$ cat src/rtl/core_seq_pkg.sv
// core_seq_pkg: shared state encoding, trap causes and default widths for core_seq
package core_seq_pkg;
    localparam int STATE_NUM     = 8;
    localparam int DEF_WORD_W    = 32;
    localparam int DEF_ADDR_W    = 32;
    localparam int DEF_INST_W    = 32;
    localparam int DEF_REG_A_W   = 5;
    localparam int DEF_NUM_UNITS = 5;
    localparam int DEF_WAIT_MAX  = 255;
    typedef enum logic [STATE_NUM-1:0] {
        S_FETCH        = 8'h01,
        S_FETCH_WAIT   = 8'h02,
        S_DECODE       = 8'h04,
        S_EXECUTE      = 8'h08,
        S_EXECUTE_WAIT = 8'h10,
        S_WRITE        = 8'h20,
        S_HALT         = 8'h40,
        S_TRAP         = 8'h80
    } state_e;
    typedef enum logic [1:0] {
        CAUSE_NONE = 2'd0,
        CAUSE_UNIT = 2'd1,
        CAUSE_WDOG = 2'd2
    } cause_e;
endpackage

$ cat src/rtl/core_seq_wdog.sv
// core_seq_wdog: watchdog counter bounding the wait for a multi-cycle unit
// Ports: clk; rst (async, active-high); clr restarts the count; en counts one
//        idle wait cycle; expired flags that the current idle cycle is the MAX-th.
module core_seq_wdog #(
    parameter int MAX = 255
) (
    input  logic clk,
    input  logic rst,
    input  logic clr,
    input  logic en,
    output logic expired
);
    localparam int CNT_W = $clog2(MAX + 1);
    logic [CNT_W-1:0] cnt_q, cnt_d;
    always_comb cnt_d = clr ? '0 : en ? cnt_q + CNT_W'(1) : cnt_q;
    always_ff @(posedge clk or posedge rst) begin
        if (rst) cnt_q <= '0;
        else     cnt_q <= cnt_d;
    end
    assign expired = cnt_q == CNT_W'(MAX - 1);
endmodule

$ cat src/rtl/core_seq.sv
// core_seq: multicycle instruction sequencer (fetch, decode latch, unit dispatch, write-back)
// Ports: clk/rst (async, active-high); stat one-hot state; halt_req stop at boundary;
//        fetch_order/fetch_pc/fetched/inst_in fetch handshake; inst_fd/pc_fd to decoder;
//        dec_* decoded fields; unit_start/unit_done/unit_result/unit_redirect/unit_next_pc
//        per-unit buses; reg_flag/reg_a_rd/reg_d_rd write-back; trap/trap_cause error;
//        cycle_cnt/instret_cnt performance counters.
// Optional: define CORE_SEQ_PERF_CNT_EN to build the performance counters (else tied to 0).
module core_seq
    import core_seq_pkg::*;
#(
    parameter int                WORD_W    = DEF_WORD_W,
    parameter int                ADDR_W    = DEF_ADDR_W,
    parameter int                INST_W    = DEF_INST_W,
    parameter int                REG_A_W   = DEF_REG_A_W,
    parameter int                NUM_UNITS = DEF_NUM_UNITS,
    parameter logic [ADDR_W-1:0] RESET_PC  = '0,
    parameter int                PC_STEP   = 4,
    parameter int                WAIT_MAX  = DEF_WAIT_MAX
) (
    input  logic                          clk,
    input  logic                          rst,
    output logic [STATE_NUM-1:0]          stat,
    input  logic                          halt_req,
    output logic                          fetch_order,
    output logic [ADDR_W-1:0]             fetch_pc,
    input  logic                          fetched,
    input  logic [INST_W-1:0]             inst_in,
    output logic [INST_W-1:0]             inst_fd,
    output logic [ADDR_W-1:0]             pc_fd,
    input  logic [$clog2(NUM_UNITS)-1:0]  dec_unit,
    input  logic                          dec_multi,
    input  logic                          dec_wb,
    input  logic [REG_A_W-1:0]            dec_a_rd,
    output logic [NUM_UNITS-1:0]          unit_start,
    input  logic [NUM_UNITS-1:0]          unit_done,
    input  logic [NUM_UNITS*WORD_W-1:0]   unit_result,
    input  logic [NUM_UNITS-1:0]          unit_redirect,
    input  logic [NUM_UNITS*ADDR_W-1:0]   unit_next_pc,
    output logic                          reg_flag,
    output logic [REG_A_W-1:0]            reg_a_rd,
    output logic [WORD_W-1:0]             reg_d_rd,
    output logic                          trap,
    output logic [1:0]                    trap_cause,
    output logic [63:0]                   cycle_cnt,
    output logic [63:0]                   instret_cnt
);
    localparam int UNIT_W = $clog2(NUM_UNITS);
    state_e               state_q, state_d;
    cause_e               cause_q, cause_d;
    logic [ADDR_W-1:0]    pc_q, pc_d, pc_fd_q, pc_fd_d, npc_q, npc_d;
    logic [INST_W-1:0]    inst_q, inst_d;
    logic [UNIT_W-1:0]    unit_q, unit_d;
    logic [REG_A_W-1:0]   rd_q, rd_d;
    logic [WORD_W-1:0]    res_q, res_d;
    logic [NUM_UNITS-1:0] unit_start_q, unit_start_d;
    logic multi_q, multi_d, wb_q, wb_d, redir_q, redir_d;
    logic fetch_order_q, fetch_order_d, reg_flag_q, reg_flag_d;
    logic sel_done, capture, wd_clr, wd_en, wd_expired;

    core_seq_wdog #(.MAX(WAIT_MAX)) u_wdog (
        .clk     (clk),
        .rst     (rst),
        .clr     (wd_clr),
        .en      (wd_en),
        .expired (wd_expired)
    );

    // Done is only looked at in EXECUTE_WAIT, so a done raised in the start cycle is ignored.
    assign sel_done = unit_done[unit_q];
    assign capture  = (state_q == S_EXECUTE && !multi_q) || (state_q == S_EXECUTE_WAIT && sel_done);

    always_comb begin
        state_d = state_q;
        cause_d = cause_q;
        pc_d    = pc_q;
        pc_fd_d = pc_fd_q;
        inst_d  = inst_q;
        unit_d  = unit_q;
        multi_d = multi_q;
        wb_d    = wb_q;
        rd_d    = rd_q;
        wd_clr  = 1'b0;
        wd_en   = 1'b0;
        case (state_q)
            // The first FETCH after reset has no pulse yet, so it lingers one cycle to issue it.
            S_FETCH: state_d = fetch_order_q ? S_FETCH_WAIT : S_FETCH;
            S_FETCH_WAIT: begin
                if (fetched) begin
                    inst_d  = inst_in;
                    pc_fd_d = pc_q;
                    state_d = S_DECODE;
                end
            end
            S_DECODE: begin
                unit_d  = dec_unit;
                multi_d = dec_multi;
                wb_d    = dec_wb;
                rd_d    = dec_a_rd;
                state_d = int'(dec_unit) >= NUM_UNITS ? S_TRAP : S_EXECUTE;
                cause_d = int'(dec_unit) >= NUM_UNITS ? CAUSE_UNIT : cause_q;
            end
            S_EXECUTE: begin
                wd_clr  = multi_q;
                state_d = multi_q ? S_EXECUTE_WAIT : S_WRITE;
            end
            S_EXECUTE_WAIT: begin
                wd_en   = !sel_done;
                state_d = sel_done ? S_WRITE : wd_expired ? S_TRAP : S_EXECUTE_WAIT;
                cause_d = !sel_done && wd_expired ? CAUSE_WDOG : cause_q;
            end
            S_WRITE: begin
                pc_d    = redir_q ? npc_q : pc_q + ADDR_W'(PC_STEP);
                state_d = halt_req ? S_HALT : S_FETCH;
            end
            S_HALT: state_d = halt_req ? S_HALT : S_FETCH;
            default: ;
        endcase
        res_d         = capture ? unit_result[int'(unit_q)*WORD_W +: WORD_W] : res_q;
        redir_d       = capture ? unit_redirect[unit_q] : redir_q;
        npc_d         = capture ? unit_next_pc[int'(unit_q)*ADDR_W +: ADDR_W] : npc_q;
        fetch_order_d = state_d == S_FETCH;
        unit_start_d  = state_d == S_EXECUTE ? NUM_UNITS'(1) << unit_d : '0;
        reg_flag_d    = state_d == S_WRITE ? wb_q && |rd_q : state_d == S_FETCH ? 1'b0 : reg_flag_q;
    end

    always_ff @(posedge clk or posedge rst) begin
        if (rst) begin
            state_q       <= S_FETCH;
            cause_q       <= CAUSE_NONE;
            pc_q          <= RESET_PC;
            pc_fd_q       <= '0;
            npc_q         <= '0;
            inst_q        <= '0;
            unit_q        <= '0;
            rd_q          <= '0;
            res_q         <= '0;
            unit_start_q  <= '0;
            multi_q       <= 1'b0;
            wb_q          <= 1'b0;
            redir_q       <= 1'b0;
            fetch_order_q <= 1'b0;
            reg_flag_q    <= 1'b0;
        end else begin
            state_q       <= state_d;
            cause_q       <= cause_d;
            pc_q          <= pc_d;
            pc_fd_q       <= pc_fd_d;
            npc_q         <= npc_d;
            inst_q        <= inst_d;
            unit_q        <= unit_d;
            rd_q          <= rd_d;
            res_q         <= res_d;
            unit_start_q  <= unit_start_d;
            multi_q       <= multi_d;
            wb_q          <= wb_d;
            redir_q       <= redir_d;
            fetch_order_q <= fetch_order_d;
            reg_flag_q    <= reg_flag_d;
        end
    end

`ifdef CORE_SEQ_PERF_CNT_EN
    logic [63:0] cyc_q, cyc_d, ret_q, ret_d;
    always_comb begin
        cyc_d = state_q == S_TRAP ? cyc_q : cyc_q + 64'd1;
        ret_d = state_q == S_WRITE ? ret_q + 64'd1 : ret_q;
    end
    always_ff @(posedge clk or posedge rst) begin
        if (rst) begin
            cyc_q <= '0;
            ret_q <= '0;
        end else begin
            cyc_q <= cyc_d;
            ret_q <= ret_d;
        end
    end
    assign cycle_cnt   = cyc_q;
    assign instret_cnt = ret_q;
`else
    assign cycle_cnt   = '0;
    assign instret_cnt = '0;
`endif

    assign stat        = state_q;
    assign fetch_order = fetch_order_q;
    assign fetch_pc    = pc_q;
    assign inst_fd     = inst_q;
    assign pc_fd       = pc_fd_q;
    assign unit_start  = unit_start_q;
    assign reg_flag    = reg_flag_q;
    assign reg_a_rd    = rd_q;
    assign reg_d_rd    = res_q;
    assign trap        = state_q == S_TRAP;
    assign trap_cause  = cause_q;
endmodule

$ cat config.mk
export PLATFORM = sky130hd
export DESIGN_NAME = core_seq
export DESIGN_NICKNAME = d
export VERILOG_FILES = /design/src/rtl/core_seq_pkg.sv /design/src/rtl/core_seq_wdog.sv /design/src/rtl/core_seq.sv
export SDC_FILE = /design/constraint.sdc
export NUM_CORES = 1
export LEC_CHECK = 0
export CAP_MARGIN = 5
export CORE_AREA = 3 3 257 259
export CTS_CLUSTER_SIZE = 10
export DETAILED_ROUTE_END_ITERATION = 16
export DIE_AREA = 0 0 260 262
export PLACE_DENSITY = 0.44
export SYNTH_ARGS = -nofsm -noshare
export SYNTH_HDL_FRONTEND = slang
export SYNTH_SLANG_ARGS = --single-unit
export TNS_END_PERCENT = 5
$ cat constraint.sdc
create_clock -name clk -period 12.5 [get_ports clk]
set_input_delay 3.75 -clock clk [delete_from_list [all_inputs] [get_ports clk]]
set_output_delay 3.75 -clock clk [all_outputs]
set_load 0.005 [all_outputs]
---- After elaboration in Yosys (flattened, before gate mapping) ----
Cells that the tools add are included.
word-level totals
  logic and storage cells ................. 75
  input bits .............................. 376
  flip-flop bits (word level) ............. 196
cells by class
  reduce and logical (&&, ||, !) cells .... 14
  equal/unequal tests ..................... 14
  $add $sub $neg .......................... 2
  shift operators ......................... 3
  multiplexer cells ....................... 24
  $lt $le $gt $ge ......................... 2
operators with widths
  cell                                                                count
  160-bit by 9-bit indexed part select with 32-bit output             2
  8-bit 2-to-1 mux                                                    6
  8-bit case mux with 6 select lines                                  1
  32-bit by 3-bit adder with 32-bit output (second input constant)    1
  32-bit 2-to-1 mux                                                   1
  8-bit by 1-bit == test with 1-bit output (second input constant)    2
  8-bit by 4-bit == test with 1-bit output (second input constant)    2
  8-bit by 6-bit == test with 1-bit output (second input constant)    2
  8-bit == test (second input constant)                               2
  8-bit by 1-bit adder with 8-bit output (second input constant)      1
  8-bit by 2-bit == test with 1-bit output (second input constant)    1
  8-bit by 3-bit == test with 1-bit output (second input constant)    1
  8-bit by 5-bit == test with 1-bit output (second input constant)    1
  8-bit by 7-bit == test with 1-bit output (second input constant)    1
  7-bit 2-to-1 mux                                                    1
  1-bit binary-select mux with 3-bit select                           2
  1-bit 2-to-1 mux                                                    6
  2-bit 2-to-1 mux                                                    3
  6-bit 2-to-1 mux                                                    1
  2-bit nonzero test                                                  3
  5-bit 2-to-1 mux                                                    1
  5-bit OR reduction                                                  1
  1-bit by 3-bit << shifter with 5-bit output (first input constant)  1
  1-bit logical AND                                                   4
  11 further kinds                                                    12

---- Logic depth before layout (Yosys ltp) ----
  depth in word-level cells ............... 7
  gate-level depth with buffers ........... 8

---- Cells and area by module ----
A second synthesis with hierarchy kept.
second synthesis, totals
  cell total of the unflattened synthesis .. 987
  area, all modules ....................... 11566.1 sq um
modules (own cells, without submodules)
  module         instances  cells an instance  area an instance (sq um)
  core_seq       1          945                11160.7
  core_seq_wdog  1          42                 405.4

---- Worst setup path before layout ----
OpenSTA, ideal clock, no wires.
  path kind ............................... input port to flip-flop
  start point ............................. input port unit_done[1]
  end point ............................... register res_q[10], in the netlist reg_d_rd[10]
  path slack .............................. 7389 ps
  data arrival time ....................... 4986 ps
  buffers on the path ..................... 2
  stages .................................. 7
  cells stage by stage .................... mux2i_1 > o21a_1 > nor3b_2 > a221oi_2 > buf_6 > buf_6 > mux2_4
between the ends
  word-level cells in the longest chain between the ends .. 4
RTL lines
  item                                       line             RTL
  start: declaration                         core_seq.sv:35   input logic [NUM_UNITS-1:0] unit_done,
  1-bit binary-select mux with 3-bit select  core_seq.sv:69   assign sel_done = unit_done[unit_q];
  1-bit 2-to-1 mux (not written as such)     core_seq.sv:69
  1-bit logical AND                          core_seq.sv:70   assign capture = (state_q == S_EXECUTE && !multi_q) || (state_q == S_EXECUTE_WAIT && sel_done);
  1-bit logical OR                           core_seq.sv:70
  end signal: assignment                     core_seq.sv:152  res_q <= res_d;
  end: declaration                           core_seq.sv:54   logic [WORD_W-1:0] res_q, res_d;
Every way passes these cells. The select of a mux whose other input is x is not followed.
A chain may end at the register's enable or synchronous reset.

---- Worst setup path in the final report ----
  start point ............................. input port unit_done[2]
  end point ............................... register npc_q[0]
between the ends
  word-level cells in the longest chain between the ends .. 4
RTL lines
  item                                       line             RTL
  1-bit binary-select mux with 3-bit select  core_seq.sv:69
  1-bit 2-to-1 mux (not written as such)     core_seq.sv:69
  1-bit logical AND                          core_seq.sv:70
  1-bit logical OR                           core_seq.sv:70
  end signal: assignment                     core_seq.sv:148  npc_q <= npc_d;
  end: declaration                           core_seq.sv:50   logic [ADDR_W-1:0] pc_q, pc_d, pc_fd_q, pc_fd_d, npc_q, npc_d;
Every way passes these cells. The select of a mux whose other input is x is not followed.

==> summary.md <==
| Metric | Value |
|---|---|
| Die Span Y | `between 200 and 300 microns` |
| Share of synthesized cell area in full adder, half adder and majority cells | `less than 1%` |
| Netlist area before placement | `roughly 12,000 sq um` |
| Worst setup slack after placement | `around 6100 ps` |
| Number of levels in the clock H-tree | `4` |
| Instance count of the mapped netlist | `between 1,000 and 1,500` |
| Required time at the endpoint of the critical path | `12,870 ps` |
| Average size of a mapped cell | `9.22 sq um` |
| Max Clk Rate | `about 0.17 GHz` |
| Area of the die | `between 60,000 and 70,000 sq um` |
| CTS sink cnt | `slightly below 200` |
| Final-report hold violation count | `0` |
| Via count | `around 11,000` |
| Initial core utilization | `18.7%` |
| Total power per unit cell area | `approximately 80 nW/um^2` |
| PnR worst setup slack | `~6600 ps` |
| Hold Crit Class | `flop to flop` |
| Layout area overhead | `51.9%` |
| Number of global-route vias before repair | `between 10,000 and 15,000` |
| Grt ovf | `0` |
| Number of buffers between clock root and the deepest sink | `2` |
| Post-synth ARST share | `100%` |
| Count of buffers inserted at the top-level ports | `approximately 530` |
| Core Footprint | `roughly 64,000 sq um` |
| Per-cell routed wire length | `roughly 20 microns` |
| Final net count | `between 2,000 and 2,500` |
| Hold WS | `around 470 ps` |
| Leakage power | `around 8.1 nW` |
| Critical path's most frequent cell | `sky130_fd_sc_hd__buf_4` |
| Post-place instance area | `~18,000 sq um` |
| Maximum vdd ir drop | `between 0.00008 and 0.00009 V` |
| Cell count after placement | `2,608` |
| Worst Tran Pin Value | `approximately 1000 ps` |
| Post-synth EDFFs | `0` |
| Post-Synth Simple-Gate Area | `14.9%` |
| Root buffer cell | `sky130_fd_sc_hd__clkbuf_16` |
| Critical path capture point type | `flop` |
| Share of the core filled with cells in the final layout | `between 20 and 30%` |
| Total CTS buffers | `17` |
| Startpoint class of the critical path | `input port` |
| Number of remaining DRC errors | `0` |
| Crit path max fanout | `50` |
| Final critical path time including I/O delays and setup | `just under 6000 ps` |
| Part of the Yosys area used for sequential elements | `between 40% and 50%` |
| Reported max-cap violation count | `0` |
| DRC violation total after the first TritonRoute iteration | `423` |
| Warnings, synthesis | `0` |
| Quantity of gates resized following cts | `0` |
| Overall Power | `about 1.5 mW` |
| Largest incremental delay on the critical path | `about 680 ps` |
| Average via count per standard cell | `roughly 4.1` |
| Number of search-and-repair iterations in the first detailed-routing pass | `4` |
| HPWL after detailed placement | `around 42,000 microns` |
| Sequence of cells on the critical path | `clkdlybuf4s50_1 > mux2i_1 > nor2_1 > a221oi_4 > buf_4 > buf_4 > mux2_2` |
| Bufs and invs on worst path | `3` |
| Fin area | `18,200 sq um` |
| Chip Width | `260 microns` |
| Main combinational cell family by area after synthesis | `multiplexers` |
| Worst setup path class | `input port to flop` |
| Unrepaired setup endpoints after global routing | `false` |
| Count of fill cells added during filler insertion | `a little under 7,000` |
| Compound-Gate Fraction of Synth Area | `about an eighth` |
| Setup TNS after final layout | `0 ps` |
| Proportion of layout cells with a drive suffix above 1 | `~8.4%` |
| Netlist cell types | `67` |
| Clk_lat worst skew | `between 400 and 500 ps` |
| Ys flop type | `sky130_fd_sc_hd__dfrtp_1` |
| Fin cells | `roughly 2,600` |
| Final weighted congestion of routability-driven global placement | `just over 0.8` |
| Antenna violations before repair | `11` |
| Gr usage total | `approximately 15%` |
| Antenna Violating Nets Remaining | `0` |
| Crit share post-route | `a little under half` |
| Total of flip-flops plus latches after synthesis | `approximately 200` |
| TritonCTS clock tree | `built` |
| Cell type group with the largest total delay on the critical path | `buffers and inverters` |
| Setup Buffers After CTS | `0` |
| Post-synthesis xor/xnor area fraction | `0.146%` |
| Clock transition at the register clock pins on the worst setup and hold paths after CTS | `approximately 70 ps` |
| Hold-fix buffers at CTS | `0` |
| Sum of routed wire length over all layers | `53,200 microns` |
| Post-route clock skew | `18.5 ps` |
| Global-route wire length before repair | `76,000 microns` |
| Fin. max-slew vios | `0` |
| Arrival time reported for the critical path endpoint | `6270 ps` |
| Final setup violation count | `0` |
| Worst-path cell with the longest stage delay | `sky130_fd_sc_hd__buf_4` |
| Placement Rows | `between 90 and 100` |
| Result of the run | `complete, no violations` |
| Maximum number of pins on one net before global-route repair | `136` |
| Remaining max-slew budget at the tightest pin | `roughly a third` |
| I/O pin count | `roughly 660` |
| Post-synthesis mux area share | `about 19%` |
[layout make-up]
type                            instances  area, sq um  share of cell area (%)
Antenna cell                            1         2.50                  0.0137
Clock buffer                           19          443                    2.43
Clock inverter                         13          148                   0.809
Inverter                               16         67.6                   0.370
Multi-Input combinational cell       1000         6230                    34.1
Sequential cell                       196         4910                    26.9
Tap cell                              855         1070                    5.86
Timing Repair Buffer                  541         5380                    29.5
[cells in the final DEF (no fill, tap or decap), drive strengths merged, types with 5 or more instances in the layout]
cell type and instances:
clkdlybuf4s50 526, nand2 204, dfrtp 195, mux2i 135
conb 128, a21oi 101, nor2 87, mux2 77
o22ai 71, o21ai 37, nand3 32, clkbuf 19
inv 19, buf 15, and3 12, nor3 11
clkinv 8, nor4 7, nand4 6, or4 6
or3 5, or2 5, nor2b 5
[sequential cells by signal, summed over array words and instances, names as in the netlist]
name	cells
inst_fd	32
pc_fd	32
stat	8
fetch_order	1
unit_q	3
trap_cause	2
fetch_pc	32
reg_d_rd	32
unit_start	5
npc_q	32
redir_q	1
reg_a_rd	5
multi_q	1
wb_q	1
reg_flag	1
u_wdog.cnt_q	8
[worst paths after layout]
check	cells past startpoint	slack, ps	startpoint	to
min in group asynchronous	2	3900	rst	inst_fd[26]$_DFFE_PP0P_
min	2	470	pc_fd[13]$_DFFE_PP0P_	pc_fd[13]$_DFFE_PP0P_
max	7	6600	unit_done[2]	npc_q[0]$_DFFE_PP0P_
min reg2reg	2	470	pc_fd[13]$_DFFE_PP0P_	pc_fd[13]$_DFFE_PP0P_
max reg2reg	7	8910	unit_q[2]$_DFF_PP0_	npc_q[0]$_DFFE_PP0P_
max in group asynchronous	3	7110	rst	reg_d_rd[26]$_DFFE_PP0P_
[kinds of logic after synthesis]
logic type	Yosys count
adders and majority gates	3
DFF	196
AOI/OAI and AO/OA	256
and+or+nand+nor	399
other	1
xor gates and xnor gates	2
muxes	212
buffers and inverters	234
[tightest hold or removal path, cell delays in order (launching register included)]
cell and delay, ps:
sky130_fd_sc_hd__dfrtp_1 340, sky130_fd_sc_hd__nand2_1 50, sky130_fd_sc_hd__nand2_1 50
[layer usage]
metal | routed length [microns] | up-vias | track usage (%)
met1 | 22000 | 5212 | 18.5
met4 | 1260 | 0 | 4.84
li1 | - | 5264 | -
met5 | 0 | - | 0
met3 | 2650 | 64 | 3.37
met2 | 27300 | 365 | 26.6
[power by group]
group          internal, mW  switching [mW]  total [mW]  leakage (nW)
Clock                 0.287           0.288       0.575         0.286
Combinational         0.145           0.103       0.248          5.11
Sequential            0.636         0.00640       0.642          2.70
Total                  1.07           0.397        1.47          8.10
[synthesized netlist by cell type, drive strengths merged, types with 3 or more instances]
cell | n | area share, %
a22oi | 3 | 0.19
or4 | 6 | 0.37
o21ai | 37 | 1.5
or3 | 5 | 0.26
mux2 | 77 | 8.1
nor3b | 4 | 0.33
o22ai | 71 | 3.7
nand2 | 204 | 6.4
nor4b | 4 | 0.34
a31oi | 3 | 0.16
nand4 | 6 | 0.31
o211ai | 4 | 0.29
dfrtp | 195 | 41
clkbuf | 62 | 1.9
inv | 16 | 0.50
nand3 | 32 | 1.3
ha | 3 | 0.31
o22a | 3 | 0.22
nor2 | 87 | 2.7
or2 | 5 | 0.26
buf | 156 | 9.2
and3 | 12 | 0.62
a21o | 4 | 0.25
nor2b | 5 | 0.26
o2bb2ai | 4 | 0.29
nor4 | 7 | 0.47
nor3 | 11 | 0.46
mux2i | 135 | 11
a21oi | 101 | 4.2
o21a | 4 | 0.25
Note: power is estimated with default switching activity, not from simulation.
